==> src/rtl/sht30_measure_ctrl_if.sv <==
// sht30_measure_ctrl_if: byte-level I2C op request/response channel (cmd_* requests, rsp_* completions)
interface sht30_measure_ctrl_if;
  logic       cmd_valid;
  logic       cmd_ready;
  logic [2:0] cmd_op;
  logic [7:0] cmd_data;
  logic       rsp_valid;
  logic [7:0] rsp_data;
  logic       rsp_nack;
  modport master(output cmd_valid, cmd_op, cmd_data, input cmd_ready, rsp_valid, rsp_data, rsp_nack);
  modport slave(input cmd_valid, cmd_op, cmd_data, output cmd_ready, rsp_valid, rsp_data, rsp_nack);
endinterface

==> src/rtl/sht30_measure_ctrl.sv <==
// sht30_measure_ctrl: SHT30 single-shot sequencer (clk_50M/rst, start/auto_en triggers, bus op channel, busy, raw words, data/error strobes)
module sht30_measure_ctrl #(
  parameter logic [6:0]  I2C_ADDR      = 7'h44,
  parameter logic [15:0] MEAS_CMD      = 16'h2400,
  parameter int          WAIT_CYCLES   = 800000,
  parameter int          PERIOD_CYCLES = 50000000,
  parameter int          RSP_TIMEOUT   = 100000
) (
  input  logic                        clk_50M,
  input  logic                        rst,
  input  logic                        start,
  input  logic                        auto_en,
  sht30_measure_ctrl_if.master        bus,
  output logic                        busy,
  output logic [15:0]                 temp_raw,
  output logic [15:0]                 hum_raw,
  output logic                        data_valid,
  output logic                        crc_err,
  output logic                        nack_err,
  output logic                        timeout_err
);
  typedef enum logic [3:0] {IDLE, W_START, W_ADDR, W_CMDH, W_CMDL, W_STOP, WAIT, R_START, R_ADDR, R_BYTE, R_STOP, ABORT_STOP, DONE} state_t;
  localparam logic [2:0] OP_START = 3'd0, OP_WRITE = 3'd1, OP_RDA = 3'd2, OP_RDN = 3'd3, OP_STOP = 3'd4;
  state_t state, nxt;
  logic [2:0] idx, op;
  logic [7:0] wdata;
  logic [31:0] tmr, pcnt;
  logic [47:0] rbuf;
  logic out, is_wr, period_hit, crc_ok;
  function automatic logic [7:0] crc8(input logic [15:0] w);
    logic [7:0] c;
    c = 8'hFF;
    for (int i = 15; i >= 0; i--) c = (c[7] ^ w[i]) ? {c[6:0], 1'b0} ^ 8'h31 : {c[6:0], 1'b0};
    return c;
  endfunction
  assign busy = state != IDLE;
  assign period_hit = auto_en && pcnt == 32'(PERIOD_CYCLES - 1);
  assign is_wr = state == W_ADDR || state == W_CMDH || state == W_CMDL || state == R_ADDR;
  assign crc_ok = crc8(rbuf[47:32]) == rbuf[31:24] && crc8(rbuf[23:8]) == rbuf[7:0];
  always_comb begin
    op = (state == W_START || state == R_START) ? OP_START :
         (state == W_STOP || state == R_STOP || state == ABORT_STOP) ? OP_STOP :
         (state == R_BYTE) ? (idx == 3'd5 ? OP_RDN : OP_RDA) : OP_WRITE;
    wdata = state == W_ADDR ? {I2C_ADDR, 1'b0} :
            state == W_CMDH ? MEAS_CMD[15:8] :
            state == W_CMDL ? MEAS_CMD[7:0] :
            state == R_ADDR ? {I2C_ADDR, 1'b1} : 8'h00;
  end
  always_comb begin
    nxt = IDLE;
    case (state)
      W_START: nxt = W_ADDR;
      W_ADDR:  nxt = W_CMDH;
      W_CMDH:  nxt = W_CMDL;
      W_CMDL:  nxt = W_STOP;
      W_STOP:  nxt = WAIT;
      R_START: nxt = R_ADDR;
      R_ADDR:  nxt = R_BYTE;
      R_BYTE:  nxt = idx == 3'd5 ? R_STOP : R_BYTE;
      default: nxt = DONE;
    endcase
  end
  always_ff @(posedge clk_50M) begin
    if (rst) begin
      state <= IDLE;
      idx <= '0;
      out <= 1'b0;
      tmr <= '0;
      pcnt <= '0;
      rbuf <= '0;
      bus.cmd_valid <= 1'b0;
      bus.cmd_op <= '0;
      bus.cmd_data <= '0;
      temp_raw <= '0;
      hum_raw <= '0;
      data_valid <= 1'b0;
      crc_err <= 1'b0;
      nack_err <= 1'b0;
      timeout_err <= 1'b0;
    end else begin
      data_valid <= 1'b0;
      crc_err <= 1'b0;
      nack_err <= 1'b0;
      timeout_err <= 1'b0;
      if (auto_en) pcnt <= period_hit ? '0 : pcnt + 32'd1;
      if (state == IDLE) begin
        if (start || period_hit) begin
          state <= W_START;
          idx <= '0;
        end
      end else if (state == WAIT) begin
        tmr <= tmr + 32'd1;
        if (tmr == 32'(WAIT_CYCLES - 1)) state <= R_START;
      end else if (state == DONE) begin
        state <= IDLE;
      end else if (!out && !bus.cmd_valid) begin
        bus.cmd_valid <= 1'b1;
        bus.cmd_op <= op;
        bus.cmd_data <= wdata;
      end else if (bus.cmd_valid) begin
        if (bus.cmd_ready) begin
          bus.cmd_valid <= 1'b0;
          out <= 1'b1;
          tmr <= '0;
        end
      end else if (bus.rsp_valid) begin
        out <= 1'b0;
        tmr <= '0;
        if (is_wr && bus.rsp_nack) state <= ABORT_STOP;
        else begin
          state <= nxt;
          if (state == R_BYTE) begin
            rbuf <= {rbuf[39:0], bus.rsp_data};
            idx <= idx + 3'd1;
          end
          if (state == R_STOP) begin
            if (crc_ok) begin
              temp_raw <= rbuf[47:32];
              hum_raw <= rbuf[23:8];
              data_valid <= 1'b1;
            end else crc_err <= 1'b1;
          end
          if (state == ABORT_STOP) nack_err <= 1'b1;
        end
      end else if (tmr == 32'(RSP_TIMEOUT - 1)) begin
        out <= 1'b0;
        timeout_err <= 1'b1;
        state <= DONE;
      end else tmr <= tmr + 32'd1;
    end
  end
endmodule
==> src/flat_wrapper.sv <==
// flat-port wrapper written by rule: the top's interface ports become plain ports
module sht30_measure_ctrl_flat 
#(
  parameter logic [6:0]  I2C_ADDR      = 7'h44,
  parameter logic [15:0] MEAS_CMD      = 16'h2400,
  parameter int          WAIT_CYCLES   = 800000,
  parameter int          PERIOD_CYCLES = 50000000,
  parameter int          RSP_TIMEOUT   = 100000
)
  (clk_50M, rst, start, auto_en, busy, temp_raw, hum_raw, data_valid, crc_err, nack_err, timeout_err, bus_cmd_valid, bus_cmd_op, bus_cmd_data, bus_cmd_ready, bus_rsp_valid, bus_rsp_data, bus_rsp_nack);
  sht30_measure_ctrl_if bus_i ();
  input  logic clk_50M;
  input  logic rst;
  input  logic start;
  input  logic auto_en;
  output logic busy;
  output logic [15:0] temp_raw;
  output logic [15:0] hum_raw;
  output logic data_valid;
  output logic crc_err;
  output logic nack_err;
  output logic timeout_err;
  output wire logic [$bits(bus_i.cmd_valid)-1:0] bus_cmd_valid;
  output wire logic [$bits(bus_i.cmd_op)-1:0] bus_cmd_op;
  output wire logic [$bits(bus_i.cmd_data)-1:0] bus_cmd_data;
  input wire logic [$bits(bus_i.cmd_ready)-1:0] bus_cmd_ready;
  input wire logic [$bits(bus_i.rsp_valid)-1:0] bus_rsp_valid;
  input wire logic [$bits(bus_i.rsp_data)-1:0] bus_rsp_data;
  input wire logic [$bits(bus_i.rsp_nack)-1:0] bus_rsp_nack;
  assign bus_cmd_valid = bus_i.cmd_valid;
  assign bus_cmd_op = bus_i.cmd_op;
  assign bus_cmd_data = bus_i.cmd_data;
  assign bus_i.cmd_ready = bus_cmd_ready;
  assign bus_i.rsp_valid = bus_rsp_valid;
  assign bus_i.rsp_data = bus_rsp_data;
  assign bus_i.rsp_nack = bus_rsp_nack;
  sht30_measure_ctrl #(.I2C_ADDR(I2C_ADDR), .MEAS_CMD(MEAS_CMD), .WAIT_CYCLES(WAIT_CYCLES), .PERIOD_CYCLES(PERIOD_CYCLES), .RSP_TIMEOUT(RSP_TIMEOUT)) u_core (.clk_50M(clk_50M), .rst(rst), .start(start), .auto_en(auto_en), .bus(bus_i), .busy(busy), .temp_raw(temp_raw), .hum_raw(hum_raw), .data_valid(data_valid), .crc_err(crc_err), .nack_err(nack_err), .timeout_err(timeout_err));
endmodule
==> config.mk <==
export PLATFORM = sky130hd
export DESIGN_NAME = sht30_measure_ctrl_flat
export DESIGN_NICKNAME = d
export VERILOG_FILES = /design/src/rtl/sht30_measure_ctrl_if.sv /design/src/rtl/sht30_measure_ctrl.sv /design/src/flat_wrapper.sv
export SDC_FILE = /design/constraint.sdc
export NUM_CORES = 1
export LEC_CHECK = 0
export ABC_AREA = 1
export CORE_MARGIN = 2
export CORE_UTILIZATION = 45
export DETAILED_ROUTE_END_ITERATION = 10
export SYNTH_ARGS = -nofsm -noshare
export SYNTH_HDL_FRONTEND = slang
export SYNTH_SLANG_ARGS = --single-unit
==> constraint.sdc <==
create_clock -name clk_50M -period 4.7 [get_ports clk_50M]
set_input_delay 1.41 -clock clk_50M [delete_from_list [all_inputs] [get_ports clk_50M]]
set_output_delay 1.41 -clock clk_50M [all_outputs]
set_load 0.01 [all_outputs]
Yosys cells after proc, flatten, opt, wreduce, memory -nomap -nowiden
Index checks and enable logic that the tools add are counted.
{"block": "word_totals", "reg_bits": 168, "inputBits": 15, "output_inout_bits": 49, "elab_cells": 228}
{"block": "op_classes", "reduce_logical": 30, "add_sub_neg": 3, "bitwise_logic": 68, "eq_ne": 32, "mux": 80}
{"op": "2-to-1 mux 32 bit", "n": 8}
{"op": "2-to-1 mux 6 bit", "n": 32}
{"op": "inverter 3 bit", "n": 30}
{"op": "adder 32 x 1 -> 32 bit (second input constant)", "n": 2}
{"op": "2-to-1 mux 4 bit", "n": 10}
{"op": "2-to-1 mux 3 bit", "n": 12}
{"op": "equality test 32 x 17 -> 1 bit (second input constant)", "n": 1}
{"op": "equality test 32 x 20 -> 1 bit (second input constant)", "n": 1}
{"op": "equality test 32 x 26 -> 1 bit (second input constant)", "n": 1}
{"op": "2-to-1 mux 8 bit", "n": 4}
{"op": "case mux 4 bit (8 select lines)", "n": 1}
{"op": "bitwise XOR 1 bit", "n": 26}
{"op": "equality test 4 bit (second input constant)", "n": 5}
{"op": "equality test 4 x 3 -> 1 bit (second input constant)", "n": 4}
{"op": "equality test 8 bit", "n": 2}
{"op": "AND reduction 8 bit", "n": 2}
{"op": "2-to-1 mux 1 bit", "n": 12}
{"op": "inequality test 2 x 1 -> 1 bit (second input constant)", "n": 6}
{"op": "AND reduction 5 bit", "n": 2}
{"op": "AND reduction 9 bit", "n": 1}
{"op": "OR reduction 9 bit", "n": 1}
{"op": "equality test 4 x 2 -> 1 bit (second input constant)", "n": 2}
{"op": "inverter 1 bit", "n": 8}
{"op": "OR reduction 8 bit", "n": 1}
{"op": "other kinds (23)", "n": 39}

Depth between registers and ports, before layout
{"block": "logic_depth", "word_depth": 34, "mapped_depth": 26, "depth_no_buf": 23}

Worst setup path before layout
OpenSTA, ideal clock, no wires.
{"block": "synth_path", "kind": "in2reg", "from": "input port auto_en", "to": "register u_core.pcnt[31]", "cell_stages": 16, "n_path_buf": 0, "setup_slack_ps": 1483, "arrival_time_ps": 3147, "required_ps": 4630, "cell_sequence": "inv_1 > nor3_1 > nand4_1 > nor2_1 > nand2_1 > inv_1 > nand4_1 > nor2_1 > nand3_1 > nor2_1 > nand2_1 > nor2_1 > nand2_1 > inv_1 > o21ai_0 > a21oi_1"}
{"block": "synth_between", "elab_chain_cells": 2}
{"element": "start, declared", "line_no": "flat_wrapper.sv:15", "rtl": "input logic auto_en;"}
{"element": "logical AND 1 bit", "line_no": "sht30_measure_ctrl.sv:37", "rtl": "assign period_hit = auto_en && pcnt == 32'(PERIOD_CYCLES - 1);"}
{"element": "2-to-1 mux 32 bit", "line_no": "sht30_measure_ctrl.sv:85", "rtl": "if (auto_en) pcnt <= period_hit ? '0 : pcnt + 32'd1;"}
{"element": "end signal, assigned", "line_no": "sht30_measure_ctrl.sv:85"}
{"element": "end, declared", "line_no": "sht30_measure_ctrl.sv:27", "rtl": "logic [31:0] tmr, pcnt;"}
Parallel ways exist; a longest one is shown, timed or not.
A chain may end at the register's enable or synchronous reset.

Final worst setup path
Ends and elaborated chain as after synthesis.

==> metrics.txt <==
# TYPE chip_impl_metric gauge
chip_impl_info{name="result_of_the_run",value="complete, no violations"} 1
chip_impl_metric{name="worst_pin_slew",unit="ps"} 1109
chip_impl_metric{name="number_of_gates_given_a_new_drive_strength_after_cts",unit=""} 0
chip_impl_metric{name="fin_skew",unit="ps"} 10.97
chip_impl_metric{name="yosys_warnings",unit=""} 0
chip_impl_metric{name="fp.dieH",unit="um"} 144.7
chip_impl_metric{name="post-cts-setup-buffer-count",unit=""} 0
chip_impl_metric{name="critPathMaxFanout",unit=""} 6
chip_impl_info{name="netlist_top_cells_area",value="dfxtp_1 37%, nand2_1 16%, nor2_1 8.2%"} 1
chip_impl_info{name="dominantRegCellSynth",value="dfxtp_1"} 1
chip_impl_metric{name="post-dp-hpwl",unit="um"} 16520
chip_impl_metric{name="summed_instance_area_of_the_synthesized_netlist",unit="um^2"} 8909
chip_impl_metric{name="groute.usage.overall",unit="%"} 22.62
chip_impl_metric{name="final-max-slew-violation-count",unit=""} 0
chip_impl_metric{name="drive_gt1_share",unit="%"} 4.286
chip_impl_metric{name="worstSetupPathDepth",unit=""} 17
chip_impl_metric{name="syn2layout_area_growth",unit="%"} 15.46
chip_impl_metric{name="synth_cell_type_count",unit=""} 41
chip_impl_metric{name="ys_ff_latch",unit=""} 163
chip_impl_metric{name="setup.reg_to_reg.worst_slack",unit="ps"} 1540
chip_impl_metric{name="initial_utilization",unit="%"} 45.77
chip_impl_metric{name="drt_iter0_markers",unit=""} 599
chip_impl_metric{name="grt_antenna_before_repair",unit=""} 0
chip_impl_metric{name="placeableCoreArea",unit="um^2"} 19460
chip_impl_info{name="endpoint",value="u_core.pcnt[31]"} 1
chip_impl_info{name="yosysTopAreaCell",value="dfxtp_1"} 1
chip_impl_info{name="worst_path_cell_trace",value="clkdlybuf4s50_1 -> inv_1 -> nor3_1 -> nand4_1 -> nor2_1 -> nand2_1 -> inv_1 -> nand4_1 -> nor2_1 -> nand3_1 -> nor2_1 -> nand2_1 -> nor2_1 -> nand2_1 -> inv_1 -> o21ai_0 -> a21oi_1"} 1
chip_impl_metric{name="clk_pin_slew_worst_paths",unit="ps"} 70
chip_impl_metric{name="place.gp.congestion",unit=""} 0.9122
chip_impl_metric{name="max_clock_freq",unit="GHz"} 0.2635
chip_impl_metric{name="drt.antenna.violating_nets",unit=""} 0
chip_impl_metric{name="synth.top_cell.area_share",unit="%"} 36.63
chip_impl_metric{name="die_span_x",unit="um"} 144.7
chip_impl_metric{name="rr_worst_depth",unit=""} 10
chip_impl_info{name="timing.rr.end",value="u_core.tmr[30]"} 1
chip_impl_metric{name="placed_cells",unit=""} 1704
chip_impl_info{name="layout.cells.most_common",value="nand2_1"} 1
chip_impl_metric{name="drt-total-wl",unit="um"} 22820
chip_impl_info{name="critPathLaunch",value="auto_en"} 1
chip_impl_metric{name="dr.pass1.iters",unit=""} 7
chip_impl_metric{name="whs_path_depth",unit=""} 1
chip_impl_metric{name="numCtsBuffers",unit=""} 17
chip_impl_metric{name="grt_pass1_wl",unit="um"} 37920
chip_impl_metric{name="timing.setup.tns",unit="ps"} 0
chip_impl_metric{name="tritoncts_num_sinks",unit=""} 163
chip_impl_metric{name="synth_edf_count",unit=""} 0
chip_impl_metric{name="final_cell_count_no_fill",unit=""} 1735
chip_impl_metric{name="antenna_cells_inserted",unit=""} 0
chip_impl_metric{name="irDropWorstVdd",unit="V"} 0.0002448
chip_impl_metric{name="nFillCells",unit=""} 1964
chip_impl_metric{name="clock_tree.buffer_depth",unit=""} 2
chip_impl_metric{name="design.final.nets",unit=""} 1477
chip_impl_metric{name="post_synth_inst_count",unit=""} 1414
chip_impl_metric{name="later_pin_clock_latency_in_the_skew_report",unit="ps"} 430
chip_impl_info{name="ctsRootBufferMaster",value="clkbuf_16"} 1
chip_impl_metric{name="placement_rows",unit=""} 51
chip_impl_metric{name="whs",unit="ps"} 457.7
chip_impl_metric{name="max-cap-violations",unit=""} 0
chip_impl_metric{name="synth_async_sr_flop_share",unit="%"} 0
chip_impl_info{name="cpMaxStageDelayCell",value="clkdlybuf4s50_1"} 1
chip_impl_info{name="critical_path.most_common_cell",value="nor2_1"} 1
chip_impl_info{name="end_kind",value="register"} 1
chip_impl_metric{name="final-hold-violation-count",unit=""} 0
chip_impl_metric{name="final_setup_vio_count",unit=""} 0
chip_impl_metric{name="via_count_of_the_first_global_routing_pass",unit=""} 7900
chip_impl_metric{name="arrival",unit="ps"} 4160
chip_impl_metric{name="fin_crit",unit="ps"} 3795
chip_impl_metric{name="avgSynthCellArea",unit="um^2"} 6.300
chip_impl_metric{name="wl_per_cell",unit="um"} 13.15
chip_impl_metric{name="critPathRequiredTime",unit="ps"} 5070
chip_impl_info{name="timing.rr.start",value="u_core.state[1]"} 1
chip_impl_info{name="grt_setup_unrepaired",value="no"} 1
chip_impl_metric{name="timing.critical_path.slowest_cell_delay",unit="ps"} 530
chip_impl_metric{name="count_of_input_and_output_buffers",unit=""} 60
chip_impl_metric{name="dr_total_vias",unit=""} 8686
chip_impl_metric{name="report.power.total",unit="mW"} 3.725
chip_impl_metric{name="dieArea",unit="um^2"} 20940
chip_impl_metric{name="static_leakage",unit="nW"} 4.450
chip_impl_info{name="critPathTopFamily",value="simple AND/OR/NAND/NOR gates"} 1
chip_impl_info{name="tritoncts",value="yes"} 1
chip_impl_metric{name="floorplan.io_pins",unit=""} 64
chip_impl_metric{name="cts_hold_buf",unit=""} 0
chip_impl_metric{name="route.detailed.vias_per_inst",unit=""} 5.006
chip_impl_info{name="worst-setup-path-type",value="primary input to register"} 1
chip_impl_metric{name="htree_num_levels",unit=""} 4
chip_impl_info{name="timing.hold.worst.class",value="register to register"} 1
chip_impl_metric{name="slew-limit-headroom",unit="%"} 25.98
chip_impl_metric{name="pwr_density_cell",unit="nW/um^2"} 362.1
chip_impl_info{name="most_frequent_cells_in_the_layout",value="369 x nand2_1, 195 x nor2_1, 181 x inv_1"} 1
chip_impl_metric{name="cp_num_buf_inv",unit=""} 4
chip_impl_metric{name="globalRouteOverflowTotal",unit=""} 0
chip_impl_metric{name="timing.final.crit_share",unit="%"} 80.74
chip_impl_metric{name="maximum_number_of_pins_on_one_net_before_global_route_repair",unit=""} 64
chip_impl_metric{name="synth_seq_area_share",unit="%"} 36.63
chip_impl_info{name="cp-start-kind",value="primary input"} 1
chip_impl_metric{name="drt_drc_violations_left",unit=""} 0
chip_impl_metric{name="utilization",unit="%"} 52.85
-- cell type report --
| type | instances | area [um^2] | area share (%) |
|---|---|---|---|
| Clock buffer | 21 | 450.4 | 4.379 |
| Timing Repair Buffer | 69 | 668.1 | 6.496 |
| Tap cell | 265 | 331.6 | 3.223 |
| Clock inverter | 10 | 133.9 | 1.302 |
| Inverter | 195 | 732.0 | 7.116 |
| Multi-Input combinational cell | 1012 | 4707 | 45.76 |
| Sequential cell | 163 | 3263 | 31.72 |
-- through the flow --
stage | setup WS, ps | instance area [um^2]
6_report | 905.4 | 10290
3_5_place_dp | 507.2 | 9702
2_1_floorplan | 1483 | 8916
5_1_grt | 524.0 | 10290
3_3_place_gp | 577.2 | 9702
4_1_cts | 955.4 | 10290
-- flip-flops by register name, summed over array words and instances (netlist names) --
name / flops
u_core.tmr: 32
u_core.bus.cmd_op: 3
u_core.out: 1
u_core.timeout_err: 1
u_core.hum_raw: 16
u_core.bus.cmd_data: 3
u_core.pcnt: 32
u_core.temp_raw: 16
u_core.data_valid: 1
u_core.rbuf: 48
u_core.bus.cmd_valid: 1
u_core.state: 4
u_core.nack_err: 1
u_core.crc_err: 1
u_core.idx: 3
-- cells by family after synthesis --
| family | synth area share [%] |
|---|---|
| compound gates | 11.47 |
| simple gates | 37.32 |
| fa+ha+maj | 0.5618 |
| xor+xnor | 3.244 |
| buf+inv | 10.73 |
| other cells | 0.04209 |
| flops | 36.63 |
-- cell usage after synthesis (4+ instances only) --
library cell and instances:
nand2_1 369, nor2_1 195, inv_1 181, dfxtp_1 163
nand3_1 98, a21oi_1 86, o21ai_0 83, nor3_1 39
clkbuf_1 30, nor4_1 25, xor2_1 23, nand4_1 21
inv_2 12, xnor2_1 10, a31oi_1 9, nor3b_1 9
buf_2 7, nand3b_1 7, buf_4 5, and3_1 4
ha_1 4
-- layer usage --
metal	track usage [%]	vias to the layer above	wire length [um]
li1	-	4622	-
met1	31.72	3907	11470
met2	36.22	138	10380
met3	4.113	19	718
met4	5.365	0	241
met5	0	-	0
-- power breakdown --
group          switching [mW]  internal (mW)  leakage (nW)
clock                   0.563          0.844         0.283
sequential             0.0630           1.45          1.32
combinational           0.534          0.275          2.85
-- worst min path at each step --
stage	startpoint	to	slack [ps]
after floorplan	u_core.pcnt[31]	u_core.pcnt[31]	420
after global placement	u_core.pcnt[31]	u_core.pcnt[31]	460
after detailed placement	u_core.pcnt[31]	u_core.pcnt[31]	450
after CTS	u_core.pcnt[31]	u_core.pcnt[31]	460
after global routing	u_core.rbuf[5]	u_core.rbuf[5]	500
final	u_core.pcnt[31]	u_core.pcnt[31]	460
Note: power is estimated with default switching activity, not from simulation.
